<file path="src/rtl/sodor5_instr_feeder.sv">
// sodor5_instr_feeder: replays a loaded program buffer into the Sodor 5-stage imem response port,
// one instruction per cycle, with one-shot/loop modes, stall, stop and a saturating issue counter.
module sodor5_instr_feeder #(
    parameter int          DEPTH     = 16,
    parameter int          WORD_SIZE = 32,
    parameter logic [31:0] NOP_INSN  = 32'h00000013,
    parameter int          IDX_W     = $clog2(DEPTH)
) (
    input  logic                 clk,
    input  logic                 reset,
    input  logic                 load_en,
    input  logic [IDX_W-1:0]     load_addr,
    input  logic [WORD_SIZE-1:0] load_data,
    input  logic [IDX_W:0]       prog_len,
    input  logic                 loop_mode,
    input  logic                 start,
    input  logic                 stop,
    input  logic                 stall,
    output logic [WORD_SIZE-1:0] instr,
    output logic                 instr_valid,
    output logic [IDX_W-1:0]     pc_idx,
    output logic                 busy,
    output logic                 done,
    output logic [15:0]          issued_count
);
    typedef enum logic [1:0] {IDLE, RUN, DONE} state_t;

    state_t               r_state, w_next;
    logic [WORD_SIZE-1:0] r_buf [DEPTH];
    logic [IDX_W:0]       r_len;
    logic                 r_loop;
    logic [IDX_W-1:0]     r_pc;
    logic [WORD_SIZE-1:0] r_instr;
    logic                 r_valid;
    logic [15:0]          r_cnt;
    logic                 w_run, w_accept, w_issue, w_last;

    assign w_run    = r_state == RUN;
    assign w_accept = !w_run && start;
    assign w_issue  = w_run && !stop && !stall;
    assign w_last   = {1'b0, r_pc} == r_len - (IDX_W+1)'(1);

    always_comb begin
        w_next = r_state;
        if (w_accept)
            w_next = prog_len == '0 ? DONE : RUN;
        else if (w_run && stop)
            w_next = IDLE;
        else if (w_issue && w_last && !r_loop)
            w_next = DONE;
    end

    // Buffer survives reset so a program can be rerun after an abort.
    always_ff @(posedge clk)
        if (load_en && !w_run)
            r_buf[load_addr] <= load_data;

    always_ff @(posedge clk) begin
        if (reset) begin
            r_state <= IDLE;
            r_len   <= '0;
            r_loop  <= 1'b0;
            r_pc    <= '0;
            r_instr <= WORD_SIZE'(NOP_INSN);
            r_valid <= 1'b0;
            r_cnt   <= '0;
        end else begin
            r_state <= w_next;
            if (w_accept) begin
                r_len  <= prog_len;
                r_loop <= loop_mode;
                r_pc   <= '0;
                r_cnt  <= '0;
            end
            if (w_issue) begin
                r_instr <= r_buf[r_pc];
                r_valid <= 1'b1;
                r_cnt   <= &r_cnt ? r_cnt : r_cnt + 16'd1;
                r_pc    <= w_last ? (r_loop ? '0 : r_pc) : r_pc + 1'b1;
            end else if (!(w_run && stall && !stop)) begin
                r_instr <= WORD_SIZE'(NOP_INSN);
                r_valid <= 1'b0;
            end
        end
    end

    assign instr        = r_instr;
    assign instr_valid  = r_valid;
    assign pc_idx       = r_pc;
    assign busy         = r_state == RUN;
    assign done         = r_state == DONE;
    assign issued_count = r_cnt;
endmodule
</file>
<file path="config.mk">
export PLATFORM = sky130hd
export DESIGN_NAME = sodor5_instr_feeder
export DESIGN_NICKNAME = d
export VERILOG_FILES = /design/src/rtl/sodor5_instr_feeder.sv
export SDC_FILE = /design/constraint.sdc
export NUM_CORES = 1
export LEC_CHECK = 0
export ABC_AREA = 1
export CAP_MARGIN = 20
export CORE_ASPECT_RATIO = 0.7
export CORE_MARGIN = 2
export CORE_UTILIZATION = 54
export DETAILED_ROUTE_END_ITERATION = 10
export PLACE_DENSITY_LB_ADDON = 0.08
export SYNTH_ARGS = -nofsm -noshare
export SYNTH_HDL_FRONTEND = slang
export SYNTH_SLANG_ARGS = --single-unit
</file>
<file path="constraint.sdc">
create_clock -name clk -period 2.5 [get_ports clk]
set_input_delay 0.375 -clock clk [delete_from_list [all_inputs] [get_ports clk]]
set_output_delay 0.375 -clock clk [all_outputs]
set_load 0.01 [all_outputs]
</file>
==> summary.txt <==
Critical path
  • Worst endpoint required time: 3.01 ns
  • Crit path max fanout: between 50 and 60
  • Critical path arrival: between 2 and 3 ns
  • Crit end category: flip-flop
  • Critical path type: flip-flop to flip-flop
  • Startpoint type of the worst setup path: flip-flop

Clocking
  • TritonCTS clock tree: built
  • Bufs on Longest Clock Path: 3
  • CTS clk-pin slew, worst paths: 0.07 ns
  • Clk sink count: about 580
  • Postcts setup bufs: 0
  • Worst-Skew Late Latency: around 0.58 ns
  • CTS resizes: 0
  • H-tree levels: 2
  • # hold bufs at CTS: 0
  • Root buf cell: clkbuf_16
  • Cts bufs inserted: between 50 and 60

Timing
  • Setup ws final: just over 0.4 ns
  • Rel. slew slack: between 40% and 50%
  • Final Hold Vio Count: 0
  • Setup repair after global routing missed its margin: no
  • Fin. max-slew vios: 0
  • Final setup fails: 0
  • Post-layout min period: between 2 and 2.5 ns
  • Achievable Freq: between 400 and 500 MHz
  • Worst Tran Pin Value: between 0.7 and 0.8 ns
  • Setup Skew: roughly 0.015 ns
  • Crit share post-route: between 80 and 90%

GRT
  • Vias in the first global route: 15015
  • GR peak layer: met2
  • GRT met2 Usage: roughly 40%
  • First-pass GRT wire length: around 90 mm
  • Initial antenna violation count: 0
  • Met1 Usage GRT: ~38%
  • Grt met3 use: 4.86%
  • GR Overflow Total: 0
  • Gr usage total: 25.7%
  • Largest net degree at the start of global routing: 138

Pwr
  • P per Cell Area: ~740 nW/um^2
  • VDD IR-drop max: 0.662 mV
  • Leak: a little under 0.01 uW

Min path
  • Type of the worst min-delay path: input pin to flip-flop

Floorplanning
  • # rows: between 60 and 70
  • Die ar.: around 45000 sq um
  • # IOs: slightly above 100
  • Chip width: ~250 um
  • Height of the chip: 179 um
  • Initial Util: between 50% and 60%
  • Core Area: ~43000 sq um

Route
  • 1st-iter DRT viols: between 1000 and 1500
  • Vias per cell: 5.51
  • Via count: around 16000
  • Drt drc: 0
  • Per-cell routed wire length: between 15 and 20 um
  • Drt total wl: about 57 mm
  • Antenna-violating nets left: 0
  • TritonRoute pass-1 iters: 5

Yosys
  • Post-synth cell types: 36
  • FF+latch count, synth: 577
  • Synthesized area per cell: about 11 sq um
  • Async SR Flop Fraction: 0%
  • Sequential area share after synthesis: a little over 70%
  • Number of flops mapped to enable cells by yosys: 512
  • Syn Std Cell Area: around 24000 sq um
  • Ys Warns: 0
  • Post-synth net total: ~2200
  • Synth Instances: roughly 2200
  • Post-synth top flop: edfxtp_1

Flow run
  • Max Cap Violations: 0

Placed design
  • Cell area after placement: 25700 sq um
  • DP HPWL: 34.0 mm
  • PortBufs: between 100 and 150
  • Cells after DPL: 2781
  • Place WS: 0.237 ns
  • Routability cong.: 0.830

Layout
  • FILL cells: 3300
  • Commonest cells after routing, fill and taps aside: nand2_1, edfxtp_1, nand3_1
  • Commonest non-fill, non-tap cell in the layout: nand2_1
  • Area grow syn2layout: 16.3%
  • Layout Cells excl Fill: around 2900
  • Fraction of layout instances using a drive strength above 1: between 8 and 9%
  • Final net count: between 2000 and 2500
  • Final Cell Area: 27400 sq um
  • Antenna diodes: 0

Status
  • Status: complete, no violations
==> cells by family after synthesis <==
logic type | share of synthesized area, %
and+or+nand+nor | 22.8
DFF | 70.9
buffers and inverters | 3.10
AOI/OAI and AO/OA | 2.91
xor gates and xnor gates | 0.186
adders and majority gates | 0.159
==> flip-flops by register name (all words and copies together) (netlist names), named ones only <==
register,cells
instr,32
instr_valid,1
issued_count,16
pc_idx,4
r_buf,512
r_len,5
r_loop,1
r_state,2
==> path summary, 6_finish.rpt <==
kind,from,to,slack [ns],cells after the start
worst max register to register,flip-flop,instr[25],0.41,10
worst max-delay path,flip-flop,instr[25],0.41,10
worst min-delay path,reset,instr[12],0.18,2
worst min register to register,instr[25],instr[25],0.46,2
==> through the flow <==
step	utilization, %	setup TNS [ns]	total power [uW]	hold WS (ns)
floorplan	-	-32.35	12000	0.443
global placement	60.4	0	12700	0.452
detailed placement	60.4	0	12800	0.455
CTS	64.2	0	20400	0.154
global route	64.2	0	20900	0.184
finish	64.2	0	20200	0.182
==> worst max-delay path, cell delays in order, from the launching register on <==
cell and delay [ns]:
dfxtp_4 0.47, inv_6 0.41, buf_4 0.33, nand2_1 0.08, nand3_1 0.07, nand2_1 0.07
nand2_1 0.07, nand3_1 0.17, nand2_1 0.15, nand2_1 0.06, a21oi_1 0.11
==> cell usage after synthesis, types with 2 or more instances <==
cell        n  share of area (%)
clkbuf_1   40               0.64
a21oi_2    10               0.37
ha_1        3               0.16
nand3_1   330                7.0
inv_1      39               0.62
o21ai_0    54                1.1
inv_2       4              0.064
nand2_2    14               0.37
o21ai_1     9               0.19
nor2_2      2              0.053
o211ai_1    9               0.29
or2_2       2              0.053
dfxtp_1    65                5.5
nor2_1    105                1.7
nand4_1     6               0.16
nand2_4     2              0.096
nor3_1      6               0.13
buf_2      68                1.4
xor2_1      4               0.15
edfxtp_1  512                 65
nand2_1   804                 13
buf_1      11               0.18
nor2_4      2              0.096
a21oi_1    40               0.85
==> per-layer routing <==
metal	up-vias	share of wire, %
met3	74	8.1
li1	7588	-
met5	-	0
met1	7607	44
met4	0	2.0
met2	605	46
==> final cells by class <==
class	instances	area [sq um]	share of cell area, %
well taps	585	732	2.67
repair buffers	163	1890	6.89
clock buffers	65	1390	5.09
flip-flops and latches	577	16700	60.9
clock inverters	34	239	0.873
inverters	46	186	0.681
multi-input cells	1410	6260	22.9
==> report_power, final <==
group	internal, uW	total (uW)	switching [uW]	leakage [uW]
logic	580	1880	1300	0.00391
clock network	4180	7680	3500	0.000793
registers	10600	10700	61.0	0.00515
total	15400	20200	4860	0.00985
No activity file was read; power rests on OpenSTA's default activity.
